File: src/rtl/wbcon_exec.sv
// wbcon command executor: turns parsed null/set-address/write/read commands into
// classic Wishbone single transfers and reports one result per command.
module wbcon_exec #(
  parameter int HW_DATA_WIDTH  = 16,
  parameter int ADDR_WIDTH     = 16,
  parameter int TIMEOUT_CYCLES = 255
) (
  input  logic                     i_clk,
  input  logic                     i_rst,
  input  logic                     i_cmd_tvalid,
  output logic                     o_cmd_tready,
  input  logic                     i_cmd_op_null,
  input  logic                     i_cmd_op_set_address,
  input  logic                     i_cmd_op_write_word,
  input  logic                     i_cmd_op_read_word,
  input  logic [ADDR_WIDTH-1:0]    i_cmd_addr,
  input  logic [HW_DATA_WIDTH-1:0] i_cmd_hw_data,
  output logic                     o_cres_tvalid,
  input  logic                     i_cres_tready,
  output logic                     o_cres_op_null,
  output logic                     o_cres_op_set_address,
  output logic                     o_cres_op_write_word,
  output logic                     o_cres_op_read_word,
  output logic [HW_DATA_WIDTH-1:0] o_cres_hw_data,
  output logic                     o_cres_bus_err,
  output logic                     o_cres_bus_rty,
  output logic                     o_wb_cyc,
  output logic                     o_wb_stb,
  output logic                     o_wb_we,
  output logic [ADDR_WIDTH-1:0]    o_wb_adr,
  output logic [HW_DATA_WIDTH-1:0] o_wb_dat,
  input  logic [HW_DATA_WIDTH-1:0] i_wb_dat,
  input  logic                     i_wb_ack,
  input  logic                     i_wb_err,
  input  logic                     i_wb_rty
);

  // The timeout counter only ever reaches TIMEOUT_CYCLES-1 before firing.
  localparam int TMO_W = (TIMEOUT_CYCLES > 1) ? $clog2(TIMEOUT_CYCLES) : 1;
  localparam logic [TMO_W-1:0] TMO_LAST = TMO_W'((TIMEOUT_CYCLES > 0) ? TIMEOUT_CYCLES - 1 : 0);

  typedef enum logic [1:0] {IDLE, BUS, RESP} state_t;

  state_t                   state_reg, state_next;
  logic [ADDR_WIDTH-1:0]    addr_reg;
  logic [HW_DATA_WIDTH-1:0] wdata_reg;
  logic [HW_DATA_WIDTH-1:0] rdata_reg;
  logic [TMO_W-1:0]         tmo_cnt_reg;
  logic                     op_null_reg, op_set_reg, op_write_reg, op_read_reg;
  logic                     err_reg, rty_reg;

  logic cmd_accept;
  logic dec_write, dec_read, dec_set, dec_null;
  logic tmo_hit, bus_done;

  assign cmd_accept = i_cmd_tvalid && (state_reg == IDLE);
  assign dec_write  = i_cmd_op_write_word;
  assign dec_read   = !i_cmd_op_write_word && i_cmd_op_read_word;
  assign dec_set    = !i_cmd_op_write_word && !i_cmd_op_read_word && i_cmd_op_set_address;
  assign dec_null   = !i_cmd_op_write_word && !i_cmd_op_read_word && !i_cmd_op_set_address
                      && i_cmd_op_null;

  assign tmo_hit  = (TIMEOUT_CYCLES != 0) && (tmo_cnt_reg == TMO_LAST);
  assign bus_done = i_wb_err || i_wb_rty || i_wb_ack || tmo_hit;

  always_ff @(posedge i_clk or posedge i_rst) begin
    if (i_rst) begin
      state_reg <= IDLE;
    end else begin
      state_reg <= state_next;
    end
  end

  always_comb begin
    state_next = state_reg;
    case (state_reg)
      IDLE: if (cmd_accept) state_next = (dec_write || dec_read) ? BUS : RESP;
      BUS:  if (bus_done) state_next = RESP;
      RESP: if (i_cres_tready) state_next = IDLE;
      default: state_next = IDLE;
    endcase
  end

  always_ff @(posedge i_clk or posedge i_rst) begin
    if (i_rst) begin
      addr_reg     <= '0;
      wdata_reg    <= '0;
      rdata_reg    <= '0;
      tmo_cnt_reg  <= '0;
      op_null_reg  <= 1'b0;
      op_set_reg   <= 1'b0;
      op_write_reg <= 1'b0;
      op_read_reg  <= 1'b0;
      err_reg      <= 1'b0;
      rty_reg      <= 1'b0;
    end else begin
      if (cmd_accept) begin
        op_null_reg  <= dec_null;
        op_set_reg   <= dec_set;
        op_write_reg <= dec_write;
        op_read_reg  <= dec_read;
        wdata_reg    <= i_cmd_hw_data;
        rdata_reg    <= '0;
        err_reg      <= 1'b0;
        rty_reg      <= 1'b0;
        tmo_cnt_reg  <= '0;
        if (dec_set) addr_reg <= i_cmd_addr;
      end
      // Termination priority err > rty > ack; only ack advances the address.
      if (state_reg == BUS) begin
        if (i_wb_err) begin
          err_reg <= 1'b1;
        end else if (i_wb_rty) begin
          rty_reg <= 1'b1;
        end else if (i_wb_ack) begin
          if (op_read_reg) rdata_reg <= i_wb_dat;
          addr_reg <= addr_reg + 1'b1;
        end else if (tmo_hit) begin
          err_reg <= 1'b1;
        end else begin
          tmo_cnt_reg <= tmo_cnt_reg + 1'b1;
        end
      end
    end
  end

  assign o_cmd_tready          = (state_reg == IDLE);
  assign o_cres_tvalid         = (state_reg == RESP);
  assign o_cres_op_null        = op_null_reg;
  assign o_cres_op_set_address = op_set_reg;
  assign o_cres_op_write_word  = op_write_reg;
  assign o_cres_op_read_word   = op_read_reg;
  assign o_cres_hw_data        = rdata_reg;
  assign o_cres_bus_err        = err_reg;
  assign o_cres_bus_rty        = rty_reg;
  assign o_wb_cyc              = (state_reg == BUS);
  assign o_wb_stb              = (state_reg == BUS);
  assign o_wb_we               = (state_reg == BUS) && op_write_reg;
  assign o_wb_adr              = addr_reg;
  assign o_wb_dat              = wdata_reg;

endmodule

File: config.mk
export PLATFORM = sky130hd
export DESIGN_NAME = wbcon_exec
export DESIGN_NICKNAME = d
export VERILOG_FILES = /design/src/rtl/wbcon_exec.sv
export SDC_FILE = /design/constraint.sdc
export NUM_CORES = 1
export LEC_CHECK = 0
export CAP_MARGIN = 20
export CORE_ASPECT_RATIO = 0.5
export CORE_MARGIN = 2
export CORE_UTILIZATION = 47
export CTS_CLUSTER_DIAMETER = 150
export DETAILED_ROUTE_END_ITERATION = 6
export PLACE_DENSITY = 0.84
export SLEW_MARGIN = 20
export SYNTH_ARGS = -nofsm -noshare
export SYNTH_HDL_FRONTEND = slang
export SYNTH_SLANG_ARGS = --single-unit
File: constraint.sdc
create_clock -name i_clk -period 4.31 [get_ports i_clk]
set_input_delay 0.862 -clock i_clk [delete_from_list [all_inputs] [get_ports i_clk]]
set_output_delay 0.862 -clock i_clk [all_outputs]
set_load 0.02 [all_outputs]
==> Word-level counts from Yosys, hierarchy flattened <==
Index checks and enable logic that the tools add are counted.
{ "op_classes": {"n_eq_ne": 6, "mux": 33, "n_reduce_logical": 16, "addsub": 2} }
{ "op_table": {"columns": ["operator", "count"], "rows": [
  ["$mux 16", 12],
  ["$mux 8", 6],
  ["$add 16x1->16 const B", 1],
  ["$mux 1", 10],
  ["$add 8x1->8 const B", 1],
  ["$eq 8x8->1 const B", 1],
  ["$mux 2", 4],
  ["$logic_and 1x1->1", 7],
  ["$ne 2x1->1 const B", 3],
  ["$pmux 2 s3", 1],
  ["$logic_or 1x1->1", 4],
  ["$logic_not 1->1", 3],
  ["$reduce_and 3->1", 1],
  ["$eq 2x1->1 const B", 1],
  ["$eq 2x2->1 const B", 1],
  ["$logic_not 2->1", 1]
]} }
{ "totals": {"out_inout_bits": 59, "regBits": 64} }

==> Depth between registers and ports, before layout <==
{ "depth": {"word_depth": 9, "depth_mapped": 7} }

==> Worst setup path after synthesis <==
No wires, ideal clock.
{ "synth_path": {"path_type": "input port to flip-flop", "startpoint": "input i_wb_err", "endpoint": "register tmo_cnt_reg[5]", "arrival_time_ps": 1947, "path_stages": 6, "setup_time_ps": 140, "slack_ps": 2223, "t_required_ps": 4170, "cell_sequence": "nor3b_1 > buf_2 > o211ai_1 > buf_2 > o311ai_0 > o41ai_1"} }
{ "synth_between": {"elab_chain_len": 2} }
{ "synth_rtl": {"columns": ["element", "line_no", "text"], "rows": [
  ["from (decl)", "34", "input logic i_wb_err,"],
  ["$mux 8", "111", "if (i_wb_err) begin"],
  ["$mux 8", "110", "if (state_reg == BUS) begin"],
  ["to (signal assigned)", "121", "tmo_cnt_reg <= tmo_cnt_reg + 1'b1;"],
  ["to (decl)", "48", "logic [TMO_W-1:0] tmo_cnt_reg;"]
]} }
No other way between the ends.
A chain may end at the register's enable or synchronous reset.

==> Worst setup path after layout <==
{ "layout_path": {"startpoint": "input i_wb_ack", "endpoint": "register addr_reg[13] (netlist: o_wb_adr[13])"} }
{ "layout_between": {"elab_chain_len": 4} }
{ "layout_rtl": {"columns": ["element", "line_no", "text"], "rows": [
  ["from (decl)", "33", "input logic i_wb_ack,"],
  ["$mux 16", "115", "end else if (i_wb_ack) begin"],
  ["$mux 16", "113", "end else if (i_wb_rty) begin"],
  ["$mux 16", "111", null],
  ["$mux 16", "110", null],
  ["to (signal assigned)", "107", "if (dec_set) addr_reg <= i_cmd_addr;"],
  ["to (signal assigned)", "117", "addr_reg <= addr_reg + 1'b1;"],
  ["to (decl)", "45", "logic [ADDR_WIDTH-1:0] addr_reg;"]
]} }
No other way between the ends.

==> impl_results.md <==
- Post-cts gate resize count: 0
- Mean routed wirelength per cell: 15.88 um
- Endpoints failing hold: 0
- Synthesis Warnings: 0
- TritonCTS clock tree: yes
- Pwr Density: 619.8 nW/um^2
- Worst path depth: 5
- Startpoint of the most critical hold path: o_wb_dat[0]
- Placed Instances: 523
- Area of the multi-input gates: about 1300 sq um
- Critical Path Sink Type: register
- Outcome: finished clean
- CTS Root Buffer Type: sky130_fd_sc_hd__clkbuf_16
- Dominant delay contributor by cell family on the critical path: simple AND/OR/NAND/NOR gates
- Detailed placement HPWL: around 6000 um
- First-pass GRT wire length: 13540 um
- Num CTS Buffers: 9
- Die Span X: 116.7 um
- Finish-stage setup viols: 0
- Part of the total power dissipated in combinational logic: 0.399
- Count of cell types in the netlist: 40
- VDD IR max: about 0.37 mV
- Maximum fanout along the worst path: 10
- Total routing usage reported by global routing: 0.2552
- Number of global-route vias before repair: 2794
- Startpoint class of the critical path: primary input
- Dominant register cell in the synthesized netlist: sky130_fd_sc_hd__dfrtp_1
- Clock Skew: 0.005500 ns
- Internal portion of total power: 1.751 mW
- Number of buffers inserted by port buffering: 117
- Type of the worst setup path: primary input to register
- Number of DRC markers in iteration 0: 224
- Antenna violations before repair: 0
- Critical path cell sequence: clkdlybuf4s50_1 -> nor2b_1 -> nand2_1 -> nor4_1 -> a211oi_1
- Final instance count without filler cells: 539
- Max-slew violation count: 0
- P_sw: 1.066 mW
- Clk Latency, worst-skew pair: 0.33 ns
- Combined buffer and inverter count along the critical path: 1
- Core ar.: 6106 sq um
- Endpoint arrival time on the critical path: between 3 and 4 ns
- Largest stage delay on the critical path: 0.56 ns
- Starting density of the core: 0.4891
- Switching portion of total power: 0.3784
- Sequential cell area fraction in the yosys report: 0.5362
- Number of standard-cell rows in the floorplan: 20
- Pin count of the biggest net entering global routing: 36
- Summed instance area of the synthesized netlist: roughly 3000 sq um
- Clk network pwr share: 0.259
- Total inserted antenna cells: 0
- Hold crit path type: register to register
- Worst flop-to-flop path endpoint: o_wb_adr[13]
- Count of state elements after synthesis: 64
- Number of H-tree levels: 3
- Filler cells: 437
- Number of buffers inserted for hold repair after clock tree synthesis: 0
- Maximum capacitance violations: 0
- Proportion of register bits with asynchronous set or reset after synthesis: 1.000
- Sequential Power Share: 0.342
- Number of nets in the finished design: 508
- Buffer levels on the longest clock path: 2
- Post-synth EDFFs: 0
- Clock-pin transition on the worst setup and hold timing paths: about 0.06 ns
- Number of detailed-route iterations in the first pass: 5
- Antenna-violating nets left: 0
- GP Congestion: ~0.89
- Setup Buffers After CTS: 0
- CTS sink count: 64
- Global route overflow: 0
- Via count: slightly below 3000
- Sequential cell area in the final layout: 1602 sq um
- Ports placed on the boundary: 118
- Die Ht: approximately 60 um
- Setup WS pre-CTS: roughly 1.2 ns
- Fin Setup TNS: 0 ns
- Net count after synthesis: 391
- Via density per instance: 5.462
- Worst R2R Setup Slack: 2.31 ns
- Fraction of the core area covered by cells at the end of the flow: 0.7443
- Depth of the worst register-to-register path: 5
- Detailed-route wire length: 8560 um
- Average cell area after synthesis: around 9 sq um
- Setup repair after global routing missed its margin: false
- Slowest-stage cell, CP: sky130_fd_sc_hd__clkdlybuf4s50_1
- Area enclosed by the die boundary: 7047 sq um
- Critical Path RT: between 4 and 5 ns
- Fmax: roughly 350 MHz
- Least-Margin Pin Slew: 0.6555 ns
- Fraction of final layout cells with drive strength greater than 1: 0.06208
- Leak pwr: 2.028 nW
- Number of instances in the synthesized netlist: 329
- Layout area overhead: 52.16%
- Remaining DRCs: 0
- Critical register-to-register path startpoint: state_reg[1]
- Final worst path period share: 0.6714
- Final WS setup: between 1 and 1.5 ns
- Hold path cells: 2
- Clock period minus final worst setup slack: 2.894 ns
- Relative max-transition margin: 0.5618
- Hold Crit Endpoint: o_wb_dat[0]
[how the worst max path moves through the flow]
stage,from,to
after floorplan,i_rst,o_cres_bus_err
after global placement,i_wb_ack,o_wb_adr[11]
after detailed placement,i_wb_ack,o_wb_adr[13]
after CTS,i_wb_ack,o_wb_adr[13]
after global routing,i_wb_ack,o_wb_adr[13]
final,i_wb_ack,o_wb_adr[13]
[metrics by stage]
stage	hold WS (ns)	total power, mW	cell area (sq um)
after floorplan	0.4702	1.517	2987
after global placement	0.4557	2.045	4242
after detailed placement	0.4599	2.083	4242
after CTS	0.4756	2.830	4544
after global routing	0.5061	2.958	4544
final	0.4722	2.817	4544
[per-layer routing]
metal,global-route usage,vias up,share of wire
li1,-,1399,-
met2,0.4492,106,0.51
met5,0,-,0
met1,0.3108,1427,0.42
met3,0.06494,12,0.055
met4,0.1008,0,0.013
[logic make-up (layout without fill, tap and decap cells)]
| group | count (synthesis) | count (layout) | share of synthesized area |
|---|---|---|---|
| and+or+nand+nor | 192 | 192 | 0.2991 |
| DFF | 64 | 64 | 0.5362 |
| AOI/OAI and AO/OA | 47 | 47 | 0.1161 |
| buffers and inverters | 21 | 143 | 0.02933 |
| adders and majority gates | 3 | 3 | 0.01257 |
| muxes | 2 | 2 | 0.006703 |
[worst min-delay path, stage by stage (launching register included)]
cell                      delay, ns
sky130_fd_sc_hd__dfrtp_1       0.33
sky130_fd_sc_hd__nand2_1       0.05
sky130_fd_sc_hd__nand2_1       0.06
[cells in the mapped netlist, types with 2 or more instances]
cell,n,share of area
sky130_fd_sc_hd__nor2_1,18,0.023
sky130_fd_sc_hd__ha_1,3,0.013
sky130_fd_sc_hd__a21oi_1,6,0.010
sky130_fd_sc_hd__clkbuf_1,11,0.014
sky130_fd_sc_hd__nand4b_1,2,0.0059
sky130_fd_sc_hd__inv_1,5,0.0063
sky130_fd_sc_hd__and2_1,4,0.0084
sky130_fd_sc_hd__nor2b_1,3,0.0063
sky130_fd_sc_hd__o32ai_1,2,0.0059
sky130_fd_sc_hd__a211oi_1,11,0.028
sky130_fd_sc_hd__a21o_1,2,0.0050
sky130_fd_sc_hd__o21ai_0,6,0.010
sky130_fd_sc_hd__nand3_1,29,0.049
sky130_fd_sc_hd__dfrtp_1,64,0.54
sky130_fd_sc_hd__o211ai_1,4,0.010
sky130_fd_sc_hd__nor3b_1,4,0.010
sky130_fd_sc_hd__nor4_1,4,0.0084
sky130_fd_sc_hd__o311ai_0,4,0.012
sky130_fd_sc_hd__a22o_1,2,0.0059
sky130_fd_sc_hd__nor3_1,10,0.017
sky130_fd_sc_hd__nand3b_1,2,0.0050
sky130_fd_sc_hd__and3_1,4,0.0084
sky130_fd_sc_hd__buf_2,4,0.0067
sky130_fd_sc_hd__nand4_1,5,0.010
sky130_fd_sc_hd__nand2_1,101,0.13
sky130_fd_sc_hd__a311o_1,2,0.0067
sky130_fd_sc_hd__o41ai_1,3,0.0088
sky130_fd_sc_hd__mux2i_1,2,0.0067
[layout by cell type (no fill, tap or decap), drive strengths merged, types with 5 or more instances in the layout]
master / synthesis / routed
nor3: 10 / 10
nor4: 6 / 6
clkbuf: 11 / 9
inv: 5 / 8
a21oi: 6 / 6
a211oi: 11 / 11
nand4: 5 / 5
nand2: 101 / 101
clkdlybuf4s50: 0 / 117
nor2: 18 / 18
dfrtp: 64 / 64
nand3: 29 / 29
o21ai: 6 / 6
buf: 5 / 5
[power by group through the flow]
stage	registers, mW	clock network [mW]	logic [mW]
3_3_place_gp	0.950	0	1.09
4_1_cts	0.957	0.742	1.13
6_report	0.962	0.730	1.13
5_1_grt	0.984	0.770	1.20
2_1_floorplan	1.14	0	0.377
3_5_place_dp	0.962	0	1.12
[area by class of cell]
class	instances	share of cell area
inverter	5	0.004130
timing repair buffer	122	0.2660
clock inverter	7	0.01707
clock buffer	9	0.04956
tap	88	0.02423
sequential	64	0.3524
multi-input combinational	244	0.2866
No activity file was read; power rests on OpenSTA's default activity.
